File: src/rtl/quadrature_decoder.sv
// Quadrature encoder decoder: synchronizes A/B, decodes Gray-code steps into an N-bit position.
// Optional error counter on err_cnt is built only when QDEC_ERR_CNT_EN is defined.
module quadrature_decoder #(
  parameter int N           = 8,
  parameter int SYNC_STAGES = 2
) (
  input  logic         clk,
  input  logic         reset,
  input  logic         a_in,
  input  logic         b_in,
  input  logic         syn_clr,
  input  logic         load,
  input  logic [N-1:0] d,
  input  logic         en,
  output logic [N-1:0] q,
  output logic         dir,
  output logic         step_tick,
  output logic         err_tick,
  output logic         max_tick,
  output logic         min_tick,
  output logic [7:0]   err_cnt
);

  localparam int WARM_MAX = SYNC_STAGES + 1;
  localparam int WARM_W   = $clog2(WARM_MAX + 1);

  logic [SYNC_STAGES-1:0] sync_a;
  logic [SYNC_STAGES-1:0] sync_b;
  logic [1:0]             cur;
  logic [1:0]             prev;
  logic [WARM_W-1:0]      warm;
  logic                   armed;
  logic                   step_up;
  logic                   step_dn;
  logic                   illegal;
  logic [N-1:0]           q_next;
  logic                   dir_next;
  logic                   step_next;
  logic                   err_next;

  // Metastability synchronizers for the asynchronous encoder channels
  always_ff @(posedge clk or posedge reset) begin
    if (reset) begin
      sync_a <= '0;
      sync_b <= '0;
    end else begin
      sync_a <= {sync_a[SYNC_STAGES-2:0], a_in};
      sync_b <= {sync_b[SYNC_STAGES-2:0], b_in};
    end
  end

  assign cur = {sync_a[SYNC_STAGES-1], sync_b[SYNC_STAGES-1]};

  // Previous synchronized pair, tracked every cycle independent of en
  always_ff @(posedge clk or posedge reset) begin
    if (reset) begin
      prev <= 2'b00;
    end else begin
      prev <= cur;
    end
  end

  // Startup guard: decoding stays disarmed until the synchronizers hold real input
  always_ff @(posedge clk or posedge reset) begin
    if (reset) begin
      warm <= '0;
    end else if (warm != WARM_W'(WARM_MAX)) begin
      warm <= warm + WARM_W'(1);
    end else begin
      warm <= warm;
    end
  end

  assign armed = (warm == WARM_W'(WARM_MAX));

  // Transition decode of {prev, cur}; a double-bit change is illegal
  always_comb begin
    step_up = 1'b0;
    step_dn = 1'b0;
    illegal = 1'b0;
    if (armed) begin
      case ({prev, cur})
        4'b0001, 4'b0111, 4'b1110, 4'b1000: step_up = 1'b1;
        4'b0010, 4'b1011, 4'b1101, 4'b0100: step_dn = 1'b1;
        4'b0011, 4'b0110, 4'b1001, 4'b1100: illegal = 1'b1;
        default: begin
          step_up = 1'b0;
          step_dn = 1'b0;
          illegal = 1'b0;
        end
      endcase
    end else begin
      illegal = 1'b0;
    end
  end

  // Count update: syn_clr beats load beats a step; illegal flagging ignores en
  always_comb begin
    q_next    = q;
    dir_next  = dir;
    step_next = 1'b0;
    err_next  = illegal;
    if (syn_clr) begin
      q_next   = {N{1'b0}};
      dir_next = 1'b1;
    end else if (load) begin
      q_next = d;
    end else if (en && step_up) begin
      q_next    = q + N'(1);
      dir_next  = 1'b1;
      step_next = 1'b1;
    end else if (en && step_dn) begin
      q_next    = q - N'(1);
      dir_next  = 1'b0;
      step_next = 1'b1;
    end else begin
      q_next = q;
    end
  end

  // Registered position, direction and tick outputs
  always_ff @(posedge clk or posedge reset) begin
    if (reset) begin
      q         <= {N{1'b0}};
      dir       <= 1'b1;
      step_tick <= 1'b0;
      err_tick  <= 1'b0;
    end else begin
      q         <= q_next;
      dir       <= dir_next;
      step_tick <= step_next;
      err_tick  <= err_next;
    end
  end

  assign max_tick = (q == {N{1'b1}});
  assign min_tick = (q == {N{1'b0}});

`ifdef QDEC_ERR_CNT_EN
  logic [7:0] err_count;

  // Saturating count of illegal transitions, updated on the edge err_tick rises
  always_ff @(posedge clk or posedge reset) begin
    if (reset) begin
      err_count <= 8'd0;
    end else if (syn_clr) begin
      err_count <= 8'd0;
    end else if (err_next && (err_count != 8'hFF)) begin
      err_count <= err_count + 8'd1;
    end else begin
      err_count <= err_count;
    end
  end

  assign err_cnt = err_count;
`else
  assign err_cnt = 8'd0;
`endif

endmodule

File: config.mk
export PLATFORM = sky130hd
export DESIGN_NAME = quadrature_decoder
export DESIGN_NICKNAME = d
export VERILOG_FILES = /design/src/rtl/quadrature_decoder.sv
export SDC_FILE = /design/constraint.sdc
export NUM_CORES = 1
export LEC_CHECK = 0
export CORE_MARGIN = 1
export CORE_UTILIZATION = 25
export CTS_CLUSTER_DIAMETER = 80
export CTS_CLUSTER_SIZE = 16
export DETAILED_ROUTE_END_ITERATION = 10
export PLACE_DENSITY = 0.57
export SKIP_LAST_GASP = 1
export SLEW_MARGIN = 10
export SYNTH_ARGS = -nofsm -noshare
export SYNTH_HDL_FRONTEND = slang
export SYNTH_SLANG_ARGS = --single-unit
File: constraint.sdc
create_clock -name clk -period 3 [get_ports clk]
set_input_delay 0.6 -clock clk [delete_from_list [all_inputs] [get_ports clk]]
set_output_delay 0.6 -clock clk [all_outputs]
set_load 0.005 [all_outputs]
==> key figures <==
Clock tree
  – TritonCTS clock tree: done
  – Clock transition at the registers of the reported paths: roughly 0.080 ns
  – Total number of H-tree levels: 1
  – Clk Tree Root Cell: clkbuf_8
  – Clock buffer depth: 2
  – Worst-Skew Late Latency: between 0.2 and 0.3 ns
  – # hold bufs at CTS: 0
  – CTS buffer count: 3
  – Clk sinks: 19
  – Post-CTS setup buffer count: 0
  – Cts repair resizes: 0

Final layout
  – Fillers: 499
  – Fin util: about a third
  – Fin nets: 181
  – Synth-to-layout area growth: 29.0%
  – Antenna diodes: 0
  – Register area: approximately 480 um^2
  – Layout cells sized above 1: 8.33%
  – Post-Layout Cell Count: 223
  – Multi-input logic area: 697 um^2

Global route
  – First-pass GRT wire length: 4.72 mm
  – Largest net degree at the start of global routing: 20
  – Gr ovfl total: 0
  – Gr usage total: 11.9%
  – Antenna violations before repair: 0
  – Vias in the first global route: 996

Critical path
  – FF-to-FF path depth: 8
  – CP peak stage delay: 0.50 ns
  – Crit path launch type: input port
  – RR Endpoint: q[7]
  – Worst setup path startpoint: en
  – Critical path endpoint: q[7]
  – WS Path Type: in -> reg
  – RR Startpoint: prev[0]
  – CP Capture Type: flop
  – Cell Chain, Critical Path: clkdlybuf4s50_1 -> nand4_1 -> ha_1 -> a211oi_1 -> o211ai_1 -> a21oi_1 -> a21oi_1 -> nor4b_1
  – CP most frequent cell: a21oi_1
  – Slowest CP cell: clkdlybuf4s50_1
  – Crit path max fanout: 6
  – Worst path arrival time: 2.78 ns
  – R2r setup slk: 0.49 ns
  – CP Data Required Time: between 3 and 4 ns

Route
  – Total wire length: ~2.8 mm
  – # DRC: 0
  – Routed wire per std cell: ~13 um
  – Post-DRT Antenna Nets: 0
  – Via count: 996
  – DR vias/cell: 4.47
  – Initial detailed-routing violation count: 68
  – DRT Pass-1 Iters: 4

Yosys
  – Flops & latches, synth: 19
  – Post-synth cell types: 40
  – Main synth FF type: dfrtp_1
  – Mux cell area share after synthesis: 0.902%
  – Synth Area in Adders: 9.62%
  – Sequential share of the synthesized area: 38.2%
  – Post-synthesis compound-gate area fraction: 18.7%
  – Largest family of logic cells by synthesized area: compound AO/OA/AOI/OAI gates
  – XOR/XNOR Fraction of Synth Area: 8.22%
  – Mapped Cells: 128
  – YS warnings: 0
  – Post-synth EDFFs: 0
  – Post-Synth Simple-Gate Area: between 10% and 20%
  – Async set or reset register ratio after synthesis: 100%
  – Syn Area/Cell: 9.76 um^2
  – Post-synthesis instance area: around 1200 um^2

Floorplan
  – Num ports: 36
  – Row count: 25
  – Die Footprint: roughly 5300 um^2
  – Starting density of the core: between 20% and 30%
  – Die X: 72.7 um
  – Die Ht: 72.7 um
  – Core area: between 4000 and 5000 um^2

STA
  – Slew Viols, Final: 0
  – Tmin final: 2.61 ns
  – Slew @ Worst Pin: 0.752 ns
  – Final hold vios: 0
  – Final WS setup: 0.386 ns
  – Achievable Freq: 383 MHz
  – Final Setup Violations: 0
  – Slew headroom: 49.8%
  – RSZ-0062 raised after global routing: no
  – Setup total negative slack: 0 ns
  – Crit share post-route: about 87%
  – Clock skew: 0.00207 ns

Outcome
  – Status: complete, no violations

Placed design
  – Detailed Place HPWL: 2.08 mm
  – Pre-CTS WS: 0.142 ns
  – Placed Cells incl. Taps: between 200 and 250
  – Port Buffers: 27
  – Gpl congestion: 0.847

Worst hold path
  – Hold WC Path Type: reg -> reg

Power and ir drop
  – Peak VDD IR: 0.148 mV
  – Leak: 0.669 nW
  – Tot Pwr: roughly 0.00072 W
  – Power Dens Cells: 448 nW/um^2

Run
  – Max Cap Viol: 0
[critical path, delay by kind of cell]
| kind | cells | cell delay [ns] |
|---|---|---|
| AO/OA/AOI/OAI | 4 | 0.69 |
| adder cells (fa/ha/maj) | 1 | 0.41 |
| buffers and inverters | 1 | 0.50 |
| AND/OR/NAND/NOR | 2 | 0.57 |
[where the power goes]
group / total (W) / internal, W / switching, W
Sequential: 0.000300 / 0.000275 / 0.0000250
Combinational: 0.000232 / 0.000118 / 0.000113
Clock: 0.000191 / 0.0000939 / 0.0000970
[flip-flops by register name, indices dropped and copies added (netlist names)]
signal	count
q	8
prev	2
sync_a	2
sync_b	2
warm	2
dir	1
err_tick	1
step_tick	1
[area by class of cell]
class                      count  area share, %
clock buffer                   3           2.56
clock inverter                 1          0.466
inverter                       5           1.17
multi-input combinational     99           43.3
sequential                    19           29.6
tap                           67           5.21
timing repair buffer          29           17.7
[layer usage]
layer  share of wire (%)  track usage, %  vias to the layer above
met2                  43            17.8                       24
met4                 1.9            5.66                        0
li1                    -               -                      502
met5                   0               0                        -
met3                 3.3            1.80                        5
met1                  51            16.9                      465
[through the flow]
step / hold slack (ns) / area, um^2
after CTS: 0.356 / 1610
after global placement: 0.334 / 1560
after detailed placement: 0.338 / 1560
after global routing: 0.360 / 1610
after floorplan: 0.331 / 1270
final: 0.353 / 1610
[how the worst min path moves through the flow]
stage               startpoint        end  cells past startpoint
finish               sync_a[0]  sync_a[1]                      0
CTS                  sync_a[0]  sync_a[1]                      0
detailed placement   sync_a[0]  sync_a[1]                      0
floorplan            sync_a[0]  sync_a[1]                      0
global placement     sync_b[0]  sync_b[1]                      0
global route         sync_a[0]  sync_a[1]                      0
[cells in the mapped netlist, types with 3 or more instances]
cell | instances | area share, %
nand2_1 | 9 | 2.7
a21o_1 | 3 | 1.8
o211ai_1 | 3 | 1.8
buf_4 | 8 | 4.8
inv_1 | 5 | 1.5
dfrtp_1 | 18 | 36
ha_1 | 8 | 8.0
nand4_1 | 3 | 1.5
xnor2_1 | 4 | 2.8
a21oi_1 | 9 | 3.6
nor2_1 | 10 | 3.0
xor2_1 | 4 | 2.8
o21ai_0 | 4 | 1.6
a211oi_1 | 3 | 1.8
nor3_1 | 5 | 2.0
[cell usage in the layout, fill, tap and decap left out, types with 2 or more instances in the layout]
| cell type | n |
|---|---|
| or4_1 | 2 |
| a211oi_1 | 3 |
| clkbuf_8 | 3 |
| buf_4 | 2 |
| nand3_1 | 2 |
| a21oi_1 | 9 |
| a221oi_2 | 2 |
| nand3b_1 | 2 |
| o21ai_0 | 4 |
| nor3_1 | 5 |
| nor2_1 | 10 |
| o211ai_1 | 3 |
| inv_1 | 5 |
| a311oi_1 | 2 |
| and3_1 | 2 |
| dfrtp_1 | 18 |
| clkdlybuf4s50_1 | 27 |
| nand2_1 | 9 |
| a21o_1 | 3 |
| xor2_1 | 4 |
| xnor2_1 | 4 |
| nand4_1 | 3 |
| conb_1 | 8 |
| ha_1 | 8 |
[cell families (layout without fill, tap and decap cells)]
family / count (synthesis) / in the layout
AND/OR/NAND/NOR: 39 / 39
AO/OA/AOI/OAI: 32 / 32
flip-flops: 19 / 19
buffers and inverters: 17 / 38
XOR/XNOR: 10 / 10
adder cells (fa/ha/maj): 9 / 9
other: 1 / 8
multiplexers: 1 / 1
Power figures use the tool's default switching activity.
